===== src/rtl/regfile_rat_if.sv =====
// Dispatch/ROB/CDB-facing port bundle for the renaming register file.
// master = ROB/dispatch side driving requests, slave = register file.
interface regfile_rat_if #(
  parameter int DATA_W = 32,
  parameter int TAG_W  = 3
);
  logic              alloc_valid;
  logic [4:0]        alloc_rd;
  logic [TAG_W-1:0]  alloc_tag;
  logic              cdb_valid;
  logic [TAG_W-1:0]  cdb_tag;
  logic [DATA_W-1:0] cdb_data;
  logic              commit_valid;
  logic [4:0]        commit_rd;
  logic [TAG_W-1:0]  commit_tag;
  logic              commit_sel;
  logic [DATA_W-1:0] dmem_rdata;
  logic              flush;
  logic [4:0]        rs1_idx;
  logic [4:0]        rs2_idx;
  logic              rs1_ready;
  logic [DATA_W-1:0] rs1_value;
  logic [TAG_W-1:0]  rs1_tag;
  logic              rs2_ready;
  logic [DATA_W-1:0] rs2_value;
  logic [TAG_W-1:0]  rs2_tag;
  logic [4:0]        st_src;
  logic [DATA_W-1:0] st_data;

  modport master (
    output alloc_valid, alloc_rd, alloc_tag,
    output cdb_valid, cdb_tag, cdb_data,
    output commit_valid, commit_rd, commit_tag, commit_sel, dmem_rdata,
    output flush, rs1_idx, rs2_idx, st_src,
    input  rs1_ready, rs1_value, rs1_tag,
    input  rs2_ready, rs2_value, rs2_tag, st_data
  );

  modport slave (
    input  alloc_valid, alloc_rd, alloc_tag,
    input  cdb_valid, cdb_tag, cdb_data,
    input  commit_valid, commit_rd, commit_tag, commit_sel, dmem_rdata,
    input  flush, rs1_idx, rs2_idx, st_src,
    output rs1_ready, rs1_value, rs1_tag,
    output rs2_ready, rs2_value, rs2_tag, st_data
  );
endinterface


===== src/rtl/regfile_rat.sv =====
// Architectural register file with ROB-tag renaming and an 8-entry result buffer
// that holds CDB results until commit; source reads resolve value or wait tag.
module regfile_rat #(
  parameter int DATA_W    = 32,
  parameter int NUM_REGS  = 32,
  parameter int ROB_DEPTH = 8,
  parameter int TAG_W     = 3
) (
  input  logic           clk,
  input  logic           rst,
  regfile_rat_if.slave   bus_io
);

  typedef struct packed {
    logic              ready;
    logic [DATA_W-1:0] value;
    logic [TAG_W-1:0]  tag;
  } rd_res_t;

  logic [DATA_W-1:0]    data_q     [NUM_REGS];
  logic [DATA_W-1:0]    data_d     [NUM_REGS];
  logic [TAG_W-1:0]     tag_q      [NUM_REGS];
  logic [TAG_W-1:0]     tag_d      [NUM_REGS];
  logic [NUM_REGS-1:0]  busy_q;
  logic [NUM_REGS-1:0]  busy_d;
  logic [DATA_W-1:0]    vb_data_q  [ROB_DEPTH];
  logic [DATA_W-1:0]    vb_data_d  [ROB_DEPTH];
  logic [ROB_DEPTH-1:0] vb_valid_q;
  logic [ROB_DEPTH-1:0] vb_valid_d;

  logic [DATA_W-1:0]    commit_val_s;
  rd_res_t              rs1_res_s;
  rd_res_t              rs2_res_s;

  // Source lookup: committed value, buffered result, same-cycle CDB bypass, else wait on tag.
  function automatic rd_res_t read_src(
    input logic [4:0]        idx,
    input logic              cdb_v,
    input logic [TAG_W-1:0]  cdb_t,
    input logic [DATA_W-1:0] cdb_d
  );
    rd_res_t          r;
    logic [TAG_W-1:0] t;
    t       = tag_q[idx];
    r.ready = 1'b1;
    r.value = '0;
    r.tag   = '0;
    if (idx == 5'd0) begin
      r.ready = 1'b1;
    end else if (!busy_q[idx]) begin
      r.value = data_q[idx];
      r.tag   = t;
    end else if (vb_valid_q[t]) begin
      r.value = vb_data_q[t];
      r.tag   = t;
    end else if (cdb_v && (cdb_t == t)) begin
      r.value = cdb_d;
      r.tag   = t;
    end else begin
      r.ready = 1'b0;
      r.tag   = t;
    end
    return r;
  endfunction

  // Value retired by this cycle's commit, including a result arriving on the CDB right now.
  always_comb begin
    commit_val_s = vb_data_q[bus_io.commit_tag];
    if (bus_io.commit_sel) begin
      commit_val_s = bus_io.dmem_rdata;
    end else if (vb_valid_q[bus_io.commit_tag]) begin
      commit_val_s = vb_data_q[bus_io.commit_tag];
    end else if (bus_io.cdb_valid && (bus_io.cdb_tag == bus_io.commit_tag)) begin
      commit_val_s = bus_io.cdb_data;
    end else begin
      commit_val_s = vb_data_q[bus_io.commit_tag];
    end
  end

  // Next-state: commit first so a same-cycle allocate to the same rd keeps it busy.
  always_comb begin
    data_d     = data_q;
    tag_d      = tag_q;
    busy_d     = busy_q;
    vb_data_d  = vb_data_q;
    vb_valid_d = vb_valid_q;

    if (bus_io.commit_valid && (bus_io.commit_rd != 5'd0)) begin
      data_d[bus_io.commit_rd] = commit_val_s;
      if (tag_q[bus_io.commit_rd] == bus_io.commit_tag) begin
        busy_d[bus_io.commit_rd] = 1'b0;
      end else begin
        busy_d[bus_io.commit_rd] = busy_q[bus_io.commit_rd];
      end
    end else begin
      data_d = data_q;
    end

    if (bus_io.flush) begin
      busy_d     = '0;
      vb_valid_d = '0;
    end else begin
      if (bus_io.alloc_valid && (bus_io.alloc_rd != 5'd0)) begin
        busy_d[bus_io.alloc_rd]     = 1'b1;
        tag_d[bus_io.alloc_rd]      = bus_io.alloc_tag;
        vb_valid_d[bus_io.alloc_tag] = 1'b0;
      end else begin
        tag_d = tag_q;
      end
      // CDB is applied after allocate so it wins on a tag collision.
      if (bus_io.cdb_valid) begin
        vb_data_d[bus_io.cdb_tag]  = bus_io.cdb_data;
        vb_valid_d[bus_io.cdb_tag] = 1'b1;
      end else begin
        vb_data_d = vb_data_q;
      end
    end
  end

  // State registers with synchronous reset.
  always_ff @(posedge clk) begin
    if (rst) begin
      data_q     <= '{default: '0};
      tag_q      <= '{default: '0};
      busy_q     <= '0;
      vb_data_q  <= '{default: '0};
      vb_valid_q <= '0;
    end else begin
      data_q     <= data_d;
      tag_q      <= tag_d;
      busy_q     <= busy_d;
      vb_data_q  <= vb_data_d;
      vb_valid_q <= vb_valid_d;
    end
  end

  // Read ports see pre-clock state plus the live CDB.
  always_comb begin
    rs1_res_s = read_src(bus_io.rs1_idx, bus_io.cdb_valid, bus_io.cdb_tag, bus_io.cdb_data);
    rs2_res_s = read_src(bus_io.rs2_idx, bus_io.cdb_valid, bus_io.cdb_tag, bus_io.cdb_data);
    bus_io.rs1_ready = rs1_res_s.ready;
    bus_io.rs1_value = rs1_res_s.value;
    bus_io.rs1_tag   = rs1_res_s.tag;
    bus_io.rs2_ready = rs2_res_s.ready;
    bus_io.rs2_value = rs2_res_s.value;
    bus_io.rs2_tag   = rs2_res_s.tag;
    if (bus_io.st_src == 5'd0) begin
      bus_io.st_data = '0;
    end else begin
      bus_io.st_data = data_q[bus_io.st_src];
    end
  end

endmodule

===== src/flat_wrapper.sv =====
// flat-port wrapper written by rule: the top's interface ports become plain ports
module regfile_rat_flat 
#(
  parameter int DATA_W    = 32,
  parameter int NUM_REGS  = 32,
  parameter int ROB_DEPTH = 8,
  parameter int TAG_W     = 3
)
  (clk, rst, bus_io_alloc_valid, bus_io_alloc_rd, bus_io_alloc_tag, bus_io_cdb_valid, bus_io_cdb_tag, bus_io_cdb_data, bus_io_commit_valid, bus_io_commit_rd, bus_io_commit_tag, bus_io_commit_sel, bus_io_dmem_rdata, bus_io_flush, bus_io_rs1_idx, bus_io_rs2_idx, bus_io_st_src, bus_io_rs1_ready, bus_io_rs1_value, bus_io_rs1_tag, bus_io_rs2_ready, bus_io_rs2_value, bus_io_rs2_tag, bus_io_st_data);
  regfile_rat_if #(.DATA_W(DATA_W), .TAG_W(TAG_W)) bus_io_i ();
  input  logic clk;
  input  logic rst;
  input wire logic [$bits(bus_io_i.alloc_valid)-1:0] bus_io_alloc_valid;
  input wire logic [$bits(bus_io_i.alloc_rd)-1:0] bus_io_alloc_rd;
  input wire logic [$bits(bus_io_i.alloc_tag)-1:0] bus_io_alloc_tag;
  input wire logic [$bits(bus_io_i.cdb_valid)-1:0] bus_io_cdb_valid;
  input wire logic [$bits(bus_io_i.cdb_tag)-1:0] bus_io_cdb_tag;
  input wire logic [$bits(bus_io_i.cdb_data)-1:0] bus_io_cdb_data;
  input wire logic [$bits(bus_io_i.commit_valid)-1:0] bus_io_commit_valid;
  input wire logic [$bits(bus_io_i.commit_rd)-1:0] bus_io_commit_rd;
  input wire logic [$bits(bus_io_i.commit_tag)-1:0] bus_io_commit_tag;
  input wire logic [$bits(bus_io_i.commit_sel)-1:0] bus_io_commit_sel;
  input wire logic [$bits(bus_io_i.dmem_rdata)-1:0] bus_io_dmem_rdata;
  input wire logic [$bits(bus_io_i.flush)-1:0] bus_io_flush;
  input wire logic [$bits(bus_io_i.rs1_idx)-1:0] bus_io_rs1_idx;
  input wire logic [$bits(bus_io_i.rs2_idx)-1:0] bus_io_rs2_idx;
  input wire logic [$bits(bus_io_i.st_src)-1:0] bus_io_st_src;
  output wire logic [$bits(bus_io_i.rs1_ready)-1:0] bus_io_rs1_ready;
  output wire logic [$bits(bus_io_i.rs1_value)-1:0] bus_io_rs1_value;
  output wire logic [$bits(bus_io_i.rs1_tag)-1:0] bus_io_rs1_tag;
  output wire logic [$bits(bus_io_i.rs2_ready)-1:0] bus_io_rs2_ready;
  output wire logic [$bits(bus_io_i.rs2_value)-1:0] bus_io_rs2_value;
  output wire logic [$bits(bus_io_i.rs2_tag)-1:0] bus_io_rs2_tag;
  output wire logic [$bits(bus_io_i.st_data)-1:0] bus_io_st_data;
  assign bus_io_i.alloc_valid = bus_io_alloc_valid;
  assign bus_io_i.alloc_rd = bus_io_alloc_rd;
  assign bus_io_i.alloc_tag = bus_io_alloc_tag;
  assign bus_io_i.cdb_valid = bus_io_cdb_valid;
  assign bus_io_i.cdb_tag = bus_io_cdb_tag;
  assign bus_io_i.cdb_data = bus_io_cdb_data;
  assign bus_io_i.commit_valid = bus_io_commit_valid;
  assign bus_io_i.commit_rd = bus_io_commit_rd;
  assign bus_io_i.commit_tag = bus_io_commit_tag;
  assign bus_io_i.commit_sel = bus_io_commit_sel;
  assign bus_io_i.dmem_rdata = bus_io_dmem_rdata;
  assign bus_io_i.flush = bus_io_flush;
  assign bus_io_i.rs1_idx = bus_io_rs1_idx;
  assign bus_io_i.rs2_idx = bus_io_rs2_idx;
  assign bus_io_i.st_src = bus_io_st_src;
  assign bus_io_rs1_ready = bus_io_i.rs1_ready;
  assign bus_io_rs1_value = bus_io_i.rs1_value;
  assign bus_io_rs1_tag = bus_io_i.rs1_tag;
  assign bus_io_rs2_ready = bus_io_i.rs2_ready;
  assign bus_io_rs2_value = bus_io_i.rs2_value;
  assign bus_io_rs2_tag = bus_io_i.rs2_tag;
  assign bus_io_st_data = bus_io_i.st_data;
  regfile_rat #(.DATA_W(DATA_W), .NUM_REGS(NUM_REGS), .ROB_DEPTH(ROB_DEPTH), .TAG_W(TAG_W)) u_core (.clk(clk), .rst(rst), .bus_io(bus_io_i));
endmodule

===== config.mk =====
export PLATFORM = sky130hd
export DESIGN_NAME = regfile_rat_flat
export DESIGN_NICKNAME = d
export VERILOG_FILES = /design/src/rtl/regfile_rat_if.sv /design/src/rtl/regfile_rat.sv /design/src/flat_wrapper.sv
export SDC_FILE = /design/constraint.sdc
export NUM_CORES = 2
export LEC_CHECK = 0
export BUFFER_PORTS_ARGS = -buffer_cell sky130_fd_sc_hd__buf_2
export CAP_MARGIN = 20
export CORE_MARGIN = 1
export CORE_UTILIZATION = 30
export DETAILED_ROUTE_END_ITERATION = 8
export PLACE_DENSITY = 0.44
export SETUP_SLACK_MARGIN = 0.15
export SLEW_MARGIN = 0
export SYNTH_ARGS = -nofsm -noshare
export SYNTH_HDL_FRONTEND = slang
export SYNTH_SLANG_ARGS = --single-unit

===== constraint.sdc =====
create_clock -name clk -period 4.8 [get_ports clk]
set_input_delay 0.24 -clock clk [delete_from_list [all_inputs] [get_ports clk]]
set_output_delay 0.24 -clock clk [all_outputs]
set_load 0.1 [all_outputs]

; ---- After elaboration in Yosys (flattened, before gate mapping)
; Cells that the tools add are included.
[totals]
register_bits = 1416
inputBits = 105
output_inout_bits = 104
word_cells = 222
[classes]
n_lt_le_gt_ge = 25
eq_ne = 4
mux = 83
bitwise = 16
n_reduce_logical = 20
[ops]
columns = operator, n
row1 = $bwmux 1024, 1
row2 = $mux 32, 23
row3 = $bmux 32 s5, 3
row4 = $bmux 32 s3, 3
row5 = $bwmux 256, 1
row6 = $mux 35, 6
row7 = $demux 32 s5, 1
row8 = $bwmux 96, 1
row9 = $demux 32 s3, 1
row10 = $bmux 3 s5, 3
row11 = $and 32x32->32, 1
row12 = $bwmux 32, 1
row13 = $not 32->32, 1
row14 = $or 32x32->32, 1
row15 = $ge 6x6->1 const B, 5
row16 = $not 5->6, 5
row17 = $lt 5x6->1 const B, 4
row18 = $mux 8, 3
row19 = $mux 3, 7
row20 = $lt 3x4->1 const B, 5
row21 = $mux 1, 18
row22 = $ge 4x4->1 const B, 4
row23 = $not 3->4, 4
row24 = $bmux 1 s5, 3
row25 = other kinds (18), 43

; ---- Longest topological paths before layout
[logic_depth]
word_depth = 11
mapped_depth = 14
ltp_nobuf = 8

; ---- Worst setup path after synthesis
; Ideal clock, no wire load.
[synth_timing]
path_kind = in2out
startpoint = input bus_io_rs2_idx[1]
endpoint = output bus_io_rs2_value[4]
arrival_ps = 4550
required_ps = 4560
path_slack_ps = 10
cell_stages = 10
path_buffers = 3
path_cell_list = buf_4 -> buf_2 -> mux4_2 -> mux4_2 -> mux2i_2 -> nor4b_2 -> clkbuf_1 -> a22o_1 -> a2111oi_0 -> a31oi_1
[synth_between]
elab_chain_cells = 11
word_cells_on_any_way = 22
[synth_lines]
columns = element, line_no
row1 = "start, declared", flat_wrapper.sv:26  ; input wire logic [$bits(bus_io_i.rs2_idx)-1:0] bus_io_rs2_idx;
row2 = $not 5->6 (implied by the code), "regfile_rat.sv:44, regfile_rat.sv:51"
row3 = $bmux 3 s5, regfile_rat.sv:44  ; t = tag_q[idx];
row4 = $mux 3 (implied by the code) (2 in a row), regfile_rat.sv:44
row5 = $not 3->4 (implied by the code), regfile_rat.sv:54  ; r.value = vb_data_q[t];
row6 = $bmux 32 s3, regfile_rat.sv:54
row7 = $mux 32 (implied by the code) (2 in a row), regfile_rat.sv:54
row8 = $mux 35, regfile_rat.sv:53  ; end else if (vb_valid_q[t]) begin
row9 = $mux 35, regfile_rat.sv:50  ; end else if (!busy_q[idx]) begin
row10 = $mux 35 *, regfile_rat.sv:48  ; if (idx == 5'd0) begin
row11 = "end, declared", flat_wrapper.sv:32  ; output wire logic [$bits(bus_io_i.rs2_value)-1:0] bus_io_rs2_value;
; Every way passes the cells marked *; elsewhere a longest branch is shown, timed or not. The select of a mux whose other input is x is not followed.

; ---- Worst setup path after layout
[layout_timing]
startpoint = input bus_io_rs2_idx[1]
endpoint = output bus_io_rs2_value[1]
; The elaborated chain is that of the path after synthesis.

==> results_dict.tcl <==
set metrics [dict create \
    outcome "completed" \
    finalCriticalPeriod_ps 4620 \
    cts.sinks 1416 \
    setup_viol 0 \
    r2r_slack_ps 1360 \
    initial_utilization_pct 30.2 \
    synthesis.nets 8100 \
    place.gp.congestion 0.902 \
    netlist_area_um2 83000 \
    r2r_start "u_core.vb_valid_q[3]" \
    placed_cell_area_um2 89400 \
    ios 209 \
    crit_type "input pin to output port" \
    worst_ep_arrival_time_ps 4380 \
    numCtsBuffers 175 \
    antenna_found_initial 22 \
    seqPwrFrac_pct 41.5 \
    num_vias 68652 \
    p_sw_w 0.00789 \
    relSlewSlack_pct 24.0 \
    crit_buf_inv 4 \
    min_path_type "input pin to flip-flop" \
    synth_seq_area_share_pct 34.2 \
    wl_um 350000 \
    nNetsFinal 7834 \
    reg2regPathDepth 10 \
    grt_pass1_vias 66537 \
    leakagePower_nw 31.1 \
    p_comb_share_pct 11.2 \
    grt_overflow 0 \
    clkTransAtPathRegs_ps 60 \
    crit_chain "buf_8 -> buf_12 -> buf_4 -> mux4_2 -> mux4_2 -> mux2_2 -> o21ai_0 -> a31oi_1 -> buf_12" \
    tightest_slew_ps 1140 \
    switching_share_pct 27.2 \
    cts_buffer_depth 4 \
    rows 192 \
    cts_root_buf "clkbuf_16" \
    fin_skew_ps 35.9 \
    route.detailed.drc 0 \
    internal-power_w 0.0211 \
    required_ps 4560 \
    maxSlewViolCount 0 \
    hold_viol 0 \
    core_area_um2 274000 \
    insertion_delay_ps 860 \
    netlist_instances 7995 \
    die_h_um 528 \
    max-cap-violations 0 \
    grt_max_degree 193 \
    cp_max_fo 116 \
    die-area_um2 279000 \
    synthArstFlopShare_pct 0 \
    worst_hold_path.endpoint "u_core.data_q[69]" \
    cpPeakStageDelay_ps 730 \
    synthFlopType "dfxtp_1" \
    drtIter0Drc 7218 \
    fin_crit_sh_pct 96.2 \
    fin_area_um2 96100 \
    finalNonFillerCells 11553 \
    max_freq_ghz 0.217 \
    htree_num_levels 4 \
    clkPwrFrac_pct 47.3 \
    yosys_warnings 0 \
    cp-end-kind "output port" \
    r2r-end "u_core.data_q[301]" \
    fin_tns_setup_ps 0 \
    dp_cells 11177 \
    drt-vias-per-instance 5.94 \
    power_density_nw_per_um2 302 \
    ir_worst_vdd_uv 221 \
    rsz0062_at_grt "yes" \
    dp_hpwl_um 209000 \
    ant_nets 0 \
    slowest_stage "buf_4" \
    synth.distinct_cells 65 \
    wire_per_inst_um 30.3 \
    yosys_register_bits 1416 \
    hold_slack_ps 73.9 \
    critPathTopFamily "buffers and inverters" \
    syn_avg_cell_area_um2 10.4 \
    drt_pre_antenna_iters 8 \
    synth_edf_count 0 \
    die_width_um 528 \
    hold_depth 4 \
    n_fill_cell 27237 \
    cp-start-kind "input pin" \
    portBuffers 208 \
    hp-start "bus_io_dmem_rdata[5]" \
    cts_tree "built" \
    grt_usage_pct 24.6 \
    areaGrowthSynthToFinish_pct 15.8 \
    drive_gt1_share_pct 27.1 \
    grt_pass1_wl_um 502000 \
]
==> state kept, by name, indices dropped and copies added (netlist names) <==
name               flops
u_core.tag_q          96
u_core.data_q       1024
u_core.vb_data_q     256
u_core.busy_q         32
u_core.vb_valid_q      8
==> cell type report <==
class | instances | area [µm²] | share of cell area [%]
repair buffers | 541 | 5740 | 5.97
multi-input cells | 5572 | 51500 | 53.6
clock buffers | 253 | 5130 | 5.34
clock inverters | 53 | 657 | 0.684
diodes | 9 | 22.5 | 0.0234
well taps | 3686 | 4610 | 4.80
flip-flops and latches | 1416 | 28400 | 29.5
inverters | 23 | 87.6 | 0.0912
==> layer usage <==
metal | wire [µm] | global-route usage, %
met3 | 29500 | 5.21
met4 | 12000 | 7.89
met2 | 160000 | 39.2
met1 | 148000 | 33.1
met5 | 41 | 0
==> repair_timing <==
item,in CTS,in global routing
cloned,3,3
buffers inserted,7,4
hold endpoints to repair,300,0
endpoints found under the setup margin,56,44
hold buffers,44,0
pin swaps,4,6
gates resized for setup,18,26
==> kinds of logic after synthesis <==
kind of cell,synth area share (%)
AO/OA/AOI/OAI,14.5
XOR/XNOR,0.116
buffers and inverters,4.67
flip-flops,34.2
multiplexers,35.4
AND/OR/NAND/NOR,11.1
==> metrics by stage <==
stage / total power (W) / setup slack (ps) / util (%)
global route: 0.0299 / 91.2 / 35.0
global placement: 0.0155 / 357 / 32.6
floorplan: 0.0143 / 167 / -
detailed placement: 0.0155 / 334 / 32.6
finish: 0.0290 / 181 / 35.0
CTS: 0.0292 / 79.7 / 34.9
==> cell usage in the layout, fill, tap and decap left out, types with 8 or more instances in the layout <==
master,netlist,final
a21oi_2,0,29
clkbuf_8,0,44
diode_2,0,9
bufinv_16,0,14
inv_1,23,22
buf_2,48,124
nor3_1,25,21
a21oi_1,419,387
nor2_1,1213,1176
buf_4,8,221
nand2_2,1,9
nand2_1,833,825
clkbuf_16,0,180
o32ai_1,15,15
clkbuf_1,782,34
o22ai_1,16,16
buf_12,0,130
nand3_1,84,83
a31o_2,15,15
a221o_1,17,17
dlygate4sd3_1,0,44
a22oi_1,70,70
o21ai_0,50,50
a22o_1,18,18
buf_8,0,8
nor2b_1,60,60
or2_2,9,9
nor2_4,0,36
dfxtp_1,1416,1411
mux2_2,73,73
clkinv_2,0,28
mux2i_1,324,320
mux4_2,1124,1124
nand4_1,8,8
nor3b_1,10,10
a211oi_1,1022,1022
a31oi_2,0,12
o221ai_1,32,27
==> cells in the mapped netlist, types with 17 or more instances <==
cell type | count | area share, %
nand3_1 | 84 | 0.51
mux2_2 | 73 | 0.99
inv_1 | 23 | 0.10
o221ai_1 | 32 | 0.34
buf_2 | 48 | 0.29
nor3_1 | 25 | 0.15
nor2b_1 | 60 | 0.45
nand2_1 | 833 | 3.8
a22o_1 | 18 | 0.19
a221o_1 | 17 | 0.21
mux2i_1 | 324 | 3.9
a21oi_1 | 419 | 2.5
o21ai_0 | 50 | 0.30
a22oi_1 | 70 | 0.63
nor2_1 | 1213 | 5.5
buf_1 | 145 | 0.66
clkbuf_1 | 782 | 3.5
a31oi_1 | 18 | 0.14
a211oi_1 | 1022 | 9.2
mux4_2 | 1124 | 31
dfxtp_1 | 1416 | 34
==> worst min-delay path, stage by stage <==
cell and delay [ps]:
buf_2 90, a21oi_2 40, buf_4 240, a211oi_1 250
==> how the worst max path moves through the flow <==
stage                      start                    to  slack, ps  cells after the start
6_report       bus_io_rs2_idx[1]   bus_io_rs2_value[1]        180                      9
5_1_grt         u_core.tag_q[29]  bus_io_rs2_value[28]         90                     11
4_1_cts         u_core.tag_q[56]   bus_io_rs1_value[9]         80                     13
3_5_place_dp   bus_io_rs2_idx[1]  bus_io_rs2_value[12]        330                      9
3_3_place_gp   bus_io_rs2_idx[1]  bus_io_rs2_value[12]        360                      9
2_1_floorplan  bus_io_rs2_idx[2]  bus_io_rs2_value[20]        170                     14
==> power by group through the flow <==
stage               sequential (W)  clock, W  combinational, W
floorplan                   0.0122         0           0.00205
global placement            0.0123         0           0.00318
detailed placement          0.0123         0           0.00319
CTS                         0.0120    0.0140           0.00323
global route                0.0120    0.0145           0.00340
finish                      0.0120    0.0137           0.00325
Note: power is estimated with default switching activity, not from simulation.
